===== config.mk =====
export PLATFORM = sky130hd
export DESIGN_NAME = cla28_pipe
export DESIGN_NICKNAME = d
export VERILOG_FILES = /design/src/rtl/cla28_pipe_pkg.sv /design/src/rtl/cla28_pipe_cla_half.sv /design/src/rtl/cla28_pipe.sv
export SDC_FILE = /design/constraint.sdc
export NUM_CORES = 1
export LEC_CHECK = 0
export ABC_AREA = 0
export CORE_ASPECT_RATIO = 1.75
export CORE_MARGIN = 5
export CORE_UTILIZATION = 49
export DETAILED_ROUTE_END_ITERATION = 10
export PLACE_DENSITY = 0.8
export SYNTH_ARGS = -nofsm -noshare
export SYNTH_HDL_FRONTEND = slang
export SYNTH_SLANG_ARGS = --single-unit

===== constraint.sdc =====
create_clock -name clk -period 2.8 [get_ports clk]
set_input_delay 0.56 -clock clk [delete_from_list [all_inputs] [get_ports clk]]
set_output_delay 0.56 -clock clk [all_outputs]
set_load 0.05 [all_outputs]

===== src/rtl/cla28_pipe_pkg.sv =====
// ============================================================================
//  Module      : cla28_pipe_pkg
//  Description : Shared width constants and pipe-stage payload records for
//                the two-stage 28-bit carry-lookahead adder.
//  Revision    : 1.0 - initial release
// ============================================================================
`default_nettype none

package cla28_pipe_pkg;

    localparam int C_W    = 28;
    localparam int C_HALF = C_W / 2;

    // Stage 1: finished low half plus the raw high operands still to be added
    typedef struct packed {
        logic [C_HALF-1:0] lo_sum;
        logic              lo_cout;
        logic [C_HALF-1:0] a_hi;
        logic [C_HALF-1:0] b_hi;
    } s1_payload_t;

    typedef struct packed {
        logic [C_W-1:0] sum;
        logic           cout;
    } s2_payload_t;

    typedef struct packed {
        logic [C_W-1:0] a;
        logic [C_W-1:0] b;
        logic           cin;
    } shadow_t;

endpackage

`default_nettype wire


===== src/rtl/cla28_pipe_cla_half.sv =====
// ============================================================================
//  Module      : cla_half
//  Description : Combinational N-bit carry-lookahead adder (generate/propagate).
//  Revision    : 1.0 - initial release
// ============================================================================
`default_nettype none

module cla_half #(
    parameter int N = 14
) (
    input  logic [N-1:0] a,
    input  logic [N-1:0] b,
    input  logic         cin,
    output logic [N-1:0] sum,
    output logic         cout
);

    logic [N-1:0] w_g;
    logic [N-1:0] w_p;
    logic [N:0]   w_c;
    logic         w_term;
    logic         w_prop;

    assign w_g = a & b;
    assign w_p = a ^ b;

    // Each carry is the flattened lookahead sum-of-products, never c[i] itself
    always_comb begin
        w_c    = '0;
        w_term = 1'b0;
        w_prop = 1'b0;
        w_c[0] = cin;
        for (int i = 0; i < N; i++) begin
            w_term = w_g[i];
            w_prop = w_p[i];
            for (int j = i - 1; j >= 0; j--) begin
                w_term = w_term | (w_prop & w_g[j]);
                w_prop = w_prop & w_p[j];
            end
            w_c[i+1] = w_term | (w_prop & cin);
        end
    end

    assign sum  = w_p ^ w_c[N-1:0];
    assign cout = w_c[N];

endmodule

`default_nettype wire


===== src/rtl/cla28_pipe.sv =====
// ============================================================================
//  Module      : cla28_pipe
//  Description : Two-stage valid/ready pipelined W-bit adder built from two
//                W/2-bit carry-lookahead halves. Optional self-check enabled
//                by defining CLA28_PIPE_CHECK_EN.
//  Revision    : 1.0 - initial release
// ============================================================================
`default_nettype none

module cla28_pipe
    import cla28_pipe_pkg::*;
#(
    parameter int W = C_W
) (
    input  logic         clk,
    input  logic         rst,
    input  logic         in_valid,
    output logic         in_ready,
    input  logic [W-1:0] a,
    input  logic [W-1:0] b,
    input  logic         cin,
    output logic         out_valid,
    input  logic         out_ready,
    output logic [W-1:0] sum,
    output logic         cout,
    output logic         err
);

    localparam int HW = W / 2;

    logic [HW-1:0] w_lo_sum;
    logic          w_lo_cout;
    logic [HW-1:0] w_hi_sum;
    logic          w_hi_cout;
    logic          w_s2_take;
    logic          w_in_fire;

    s1_payload_t   r_s1;
    logic          r_s1_valid;
    s2_payload_t   r_s2;
    logic          r_s2_valid;

    // Stage 2 can accept when empty or when its current result drains now
    assign w_s2_take = !r_s2_valid || out_ready;
    assign in_ready  = !r_s1_valid || w_s2_take;
    assign w_in_fire = in_valid && in_ready;

    cla_half #(.N(HW)) u_lo (
        .a    (a[HW-1:0]),
        .b    (b[HW-1:0]),
        .cin  (cin),
        .sum  (w_lo_sum),
        .cout (w_lo_cout)
    );

    cla_half #(.N(HW)) u_hi (
        .a    (r_s1.a_hi),
        .b    (r_s1.b_hi),
        .cin  (r_s1.lo_cout),
        .sum  (w_hi_sum),
        .cout (w_hi_cout)
    );

    always_ff @(posedge clk) begin
        if (rst) begin
            r_s1_valid <= 1'b0;
            r_s1       <= '0;
        end else begin
            if (in_ready) begin
                r_s1_valid <= in_valid;
            end
            if (w_in_fire) begin
                r_s1.lo_sum  <= w_lo_sum;
                r_s1.lo_cout <= w_lo_cout;
                r_s1.a_hi    <= a[W-1:HW];
                r_s1.b_hi    <= b[W-1:HW];
            end
        end
    end

    always_ff @(posedge clk) begin
        if (rst) begin
            r_s2_valid <= 1'b0;
            r_s2       <= '0;
        end else if (w_s2_take) begin
            r_s2_valid <= r_s1_valid;
            if (r_s1_valid) begin
                r_s2.sum  <= {w_hi_sum, r_s1.lo_sum};
                r_s2.cout <= w_hi_cout;
            end
        end
    end

    assign out_valid = r_s2_valid;
    assign sum       = r_s2.sum;
    assign cout      = r_s2.cout;

`ifdef CLA28_PIPE_CHECK_EN
    shadow_t       r_s1_sh;
    shadow_t       r_s2_sh;
    logic          r_err;
    logic          w_move;
    logic [W:0]    w_ref;

    assign w_move = r_s1_valid && w_s2_take;
    assign w_ref  = {1'b0, r_s2_sh.a} + {1'b0, r_s2_sh.b} + {{W{1'b0}}, r_s2_sh.cin};

    // Shadow operands ride alongside the payload so each result can be re-added
    always_ff @(posedge clk) begin
        if (rst) begin
            r_s1_sh <= '0;
            r_s2_sh <= '0;
            r_err   <= 1'b0;
        end else begin
            if (w_in_fire) begin
                r_s1_sh.a   <= a;
                r_s1_sh.b   <= b;
                r_s1_sh.cin <= cin;
            end
            if (w_move) begin
                r_s2_sh <= r_s1_sh;
            end
            if (r_s2_valid && out_ready && ({r_s2.cout, r_s2.sum} != w_ref)) begin
                r_err <= 1'b1;
            end
        end
    end

    assign err = r_err;
`else
    assign err = 1'b0;
`endif

endmodule

`default_nettype wire


==> results.cfg, run 1 <==
[clock_network]
clk_pin_slew_ns = 0.06
cts_root_buffer = clkbuf_16
cts_tree = built
cts_hold_buffers = 0
clockBufferDepth = 2
cts.sinks = 74
cts_setup_buffers = 0
htree_levels = 3
cts_buffers = 9
cts_resized = 0
clock_latency_ns = 0.34

[critical_path]
arrival_ns = 2.64
critPathLaunch = a[0]
critPathMaxFanout = 3
slowest_stage = clkdlybuf4s50_1
critPathKind = in -> reg
path_cells = clkdlybuf4s50_1 -> ha_1 -> a21o_1 -> nand4_1 -> a21oi_1 -> o2111ai_1 -> a21oi_2 -> xnor2_1 -> a211oi_1
slowest_delay_ns = 0.43
critPathTopFamily = compound AO/OA/AOI/OAI gates
endpoint_kind = flip-flop
cp.required_ns = 3.06
r2r-start = r_s1[0]
critPathLaunchType = input port
cp_num_buf_inv = 1

[synth]
netlist_area_sq_um = 3640
async_flop_share = 0
syn_inst = 445
ys_types = 48
yosys_warnings = 0
synth_area_per_cell_sq_um = 8.18
ys_seq_area_frac = 0.407
synth-seq-cells = 74
synth_edf_count = 0
synth_top_flop_cell = dfxtp_1
syn_nets = 538

[die]
coreArea_sq_um = 7230
initial_core_util = 0.504
rows = 41
die_height_um = 124
die_area_sq_um = 9320
io_pins = 93
fp.dieW_um = 75.2

[global_routing]
grt_overflow_total = 0
grt_max_degree = 34
grt_use_total = 0.204
top_usage_layer = met2
met2_usage = 0.379
grt_pass1_vias = 3293
use_met3 = 0.0493
grt_pass1_wl_um = 14500
antenna_found_initial = 0
use_met1 = 0.202

[timing]
hold_slack_ns = 0.445
hold_violations = 0
period_minus_slack_ns = 2.38
finalMaxSlewViolations = 0
skew_ns = 0.00593
fin_tns_setup_ns = 0
finalSetupViolCount = 0
finalCritPeriodShare = 0.850
fmax_mhz = 420
relSlewSlack = 0.654
tightest_slew_ns = 0.517
rsz0062_at_grt = no

[hold_path]
hp-start = r_s1[38]
min_path_type = reg -> reg

[power]
power_w = 0.00304
p_leak_nw = 2.05
powerDensity_nw_per_um2 = 608
switching_power_w = 0.000790
irDropWorstVdd_mv = 0.400
p_int_w = 0.00225
clkPwrFrac = 0.442
seq_power_share = 0.381
switching_share = 0.260
combPwrFrac = 0.178

[routing]
postRouteAntennaNets = 0
drt_iter0_drc = 145
drc = 0
routed_wl_um = 8870
firstDrtPassIters = 4
wl_per_cell_um = 14.2
avgViaCountPerCell = 5.27
route.vias.total = 3288

[placed_design]
place_area_sq_um = 4650
gp_congestion = 0.823
hpwl_um = 6830
portBuffers = 91

[run]
maxCapViolCount = 0

[outcome]
status = finished clean

[finish]
finish.instance_area_sq_um = 4990
fin_nets = 626
final_util = 0.691
area_growth_pct = 37.1
n_antenna_cell = 0
final_layout_size_suffix_gt1_frac = 0.0651
nFillCells = 620
power by group through the flow:
stage	clock [W]	combinational, W	sequential (W)
after floorplan	0	0.000287	0.00123
after global placement	0	0.000528	0.00118
after detailed placement	0	0.000541	0.00118
after CTS	0.00136	0.000544	0.00116
after global routing	0.00140	0.000596	0.00116
final	0.00134	0.000539	0.00116
area by class of cell:
class	count	area, sq um	area share
sequential	74	1480	0.297
clock buffer	9	225	0.0451
inverter	4	15.0	0.00301
tap	86	108	0.0215
timing repair buffer	101	991	0.198
clock inverter	7	124	0.0248
multi-input combinational	343	2050	0.411
state kept, by name, indices dropped and copies added (netlist names):
name / flops
sum: 28
out_valid: 1
r_s1: 43
r_s1_valid: 1
cout: 1
synthesized netlist by cell type (all sizes together) (7+ instances only):
master | number | share of area
nand2 | 115 | 0.12
dfxtp | 74 | 0.41
a21oi | 70 | 0.097
ha | 30 | 0.10
nor2 | 25 | 0.026
clkbuf | 18 | 0.019
xnor2 | 12 | 0.029
a211oi | 9 | 0.021
a21o | 9 | 0.019
nor3 | 8 | 0.012
xor2 | 8 | 0.019
nor2b | 7 | 0.012
cell families after synthesis:
family	synth area share
mux	0.00550
compound gates	0.192
buf+inv	0.0309
simple gates	0.201
xor+xnor	0.0481
fa+ha+maj	0.114
flops	0.407
other cells	0.00103
cells in the final DEF (no fill, tap or decap), drive strengths merged, types with 2 or more instances in the layout:
cell / count
a211oi: 9
a21o: 9
a21oi: 70
a22o: 3
buf: 12
bufinv: 3
clkbuf: 9
clkdlybuf4s50: 89
dfxtp: 74
fa: 2
ha: 30
inv: 6
mux2i: 2
nand2: 115
nand2b: 4
nand3: 2
nand4: 2
nor2: 25
nor2b: 7
nor3: 8
nor3b: 4
o21a: 6
o21ai: 5
o22ai: 2
or2: 2
xnor2: 12
xor2: 8
worst min-delay path, cell delays in order, from the launching register on:
cell and delay [ns]:
dfxtp_1 0.31, nand2_1 0.05, a21oi_1 0.05
per-stage QoR:
step,std cells,worst slack (ns)
final,624,0.420
after global routing,624,0.227
after CTS,624,0.409
after detailed placement,608,0.0493
after global placement,608,0.117
after floorplan,445,0.598
worst paths after layout:
| kind | cells after the start | slack, ns | end |
|---|---|---|---|
| setup / recovery | 9 | 0.42 | r_s1[42] |
| hold / removal | 2 | 0.45 | sum[9] |
| setup reg to reg | 8 | 0.65 | sum[26] |
| hold reg to reg | 2 | 0.45 | sum[9] |
metal layers:
layer	share of wire	vias to the layer above	routed length [um]
li1	-	1697	-
met1	0.37	1501	3280
met2	0.55	77	4880
met3	0.058	13	513
met4	0.023	0	203
met5	0	-	0
Power figures use the tool's default switching activity.
==> run 2: changes to the inputs <==
--- a/config.mk
+++ b/config.mk
@@ -9,6 +9,7 @@
 export CORE_ASPECT_RATIO = 1.75
 export CORE_MARGIN = 5
 export CORE_UTILIZATION = 49
+export CTS_CLUSTER_DIAMETER = 60
 export DETAILED_ROUTE_END_ITERATION = 10
 export PLACE_DENSITY = 0.8
 export SYNTH_ARGS = -nofsm -noshare
==> constraint.sdc (replaced) <==
create_clock -name clk -period 2.2 [get_ports clk]
set_input_delay 0.44 -clock clk [delete_from_list [all_inputs] [get_ports clk]]
set_output_delay 0.44 -clock clk [all_outputs]
set_load 0.05 [all_outputs]
==> results.cfg, run 2 (synthesis results as in run 1) <==
[hold_path]
hp-start = sum[9]
min_path_type = reg -> reg

[timing]
tightest_slew_ns = 0.516
finalCritPeriodShare = 0.948
hold_violations = 0
skew_ns = 0.00403
relSlewSlack = 0.655
finalMaxSlewViolations = 0
finalSetupViolCount = 0
fmax_mhz = 479
period_minus_slack_ns = 2.09

[power]
irDropWorstVdd_mv = 0.472
p_leak_nw = 2.21
power_w = 0.00379
powerDensity_nw_per_um2 = 729

[finish]
final_cell_mix = 114 x nand2_1, 83 x clkdlybuf4s50_1, 74 x dfxtp_1
final_layout_size_suffix_gt1_frac = 0.106
largest_register_ffs = 43
largest_register = r_s1
fin_nets = 643
area_growth_pct = 42.6
final_common_cell = nand2_1
n_antenna_cell = 0
final_util = 0.718
top_regs = r_s1 x43, sum x28

[placed_design]
portBuffers = 91
gp_congestion = 0.833
hpwl_um = 7110

[global_routing]
grt_max_degree = 31
grt_use_total = 0.208
grt_pass1_vias = 3465
grt_overflow_total = 0
grt_pass1_wl_um = 14800
antenna_found_initial = 0

[die]
die_area_sq_um = 9320
coreArea_sq_um = 7230
initial_core_util = 0.504
rows = 41
fp.dieW_um = 75.2
die_height_um = 124
io_pins = 93

[clock_network]
cts.sinks = 74
cts_tree = built
clk_pin_slew_ns = 0.05
htree_levels = 3
cts_root_buffer = clkbuf_16
clockBufferDepth = 2
clock_latency_ns = 0.33
cts_buffers = 9
cts_hold_buffers = 0

[routing]
firstDrtPassIters = 4
route.vias.total = 3420
wl_per_cell_um = 14.5
drt_iter0_drc = 138
routed_wl_um = 9260
postRouteAntennaNets = 0
drc = 0
avgViaCountPerCell = 5.34

[critical_path]
critPathLaunch = a[6]
critPathLaunchType = input port
arrival_ns = 2.31
critPathKind = in -> reg
cp.required_ns = 2.43
r2r_setup_slack_ns = 0.14
endpoint_kind = flip-flop
critPathMaxFanout = 3
r2r-start = r_s1[0]

[run]
maxCapViolCount = 0

[outcome]
status = finished clean
-- run 2: layer usage --
layer / part of all wire / global-route usage / wire length (um) / up-vias
met5: 0 / 0 / 0 / -
met4: 0.023 / 0.0832 / 215 / 0
met3: 0.065 / 0.0574 / 601 / 19
met2: 0.55 / 0.391 / 5100 / 92
met1: 0.36 / 0.206 / 3350 / 1579
li1: - / - / - / 1730
-- run 2: timing repair --
item,in CTS,in global routing
endpoints found under the setup margin,6,8
pin swaps,0,11
buffers inserted,0,1
gates cloned,0,0
resized for setup,4,13
-- run 2: through the flow --
step | hold slack (ns) | cells | setup TNS, ns | cell area, sq um | setup slack [ns]
2_1_floorplan | 0.427 | 445 | 0 | 3640 | 0.145
3_3_place_gp | 0.437 | 624 | -2.25 | 4780 | -0.354
3_5_place_dp | 0.444 | 624 | -2.94 | 4780 | -0.412
4_1_cts | 0.452 | 639 | 0 | 5120 | 0.0139
5_1_grt | 0.469 | 640 | -0.00168 | 5190 | -0.00168
6_report | 0.451 | 640 | 0 | 5190 | 0.114
-- run 2: worst max-delay path, stage by stage --
cell,delay [ns]
clkdlybuf4s50_1,0.40
ha_1,0.31
a21o_1,0.18
a21oi_1,0.17
o21ai_2,0.10
o2111ai_2,0.24
a21oi_1,0.12
xor2_1,0.15
a22o_1,0.19
-- run 2: layout make-up --
type | count | area (sq um)
multi-input cells | 343 | 2120
well taps | 86 | 108
repair buffers | 118 | 1150
clock inverters | 2 | 60.1
fillers | 556 | 2040
clock buffers | 13 | 260
flip-flops and latches | 74 | 1480
inverters | 4 | 15.0
-- run 2: final timing paths --
| path | cells past startpoint | to |
|---|---|---|
| min reg2reg | 2 | sum[9] |
| max reg2reg | 7 | sum[24] |
| max | 9 | r_s1[41] |
| min | 2 | sum[9] |
-- run 2: report_power, final --
group / leakage [nW] / internal [W] / switching [W]
Sequential: 0.607 / 0.00142 / 0.0000495
Clock: 0.156 / 0.00105 / 0.000514
Combinational: 1.45 / 0.000362 / 0.000388
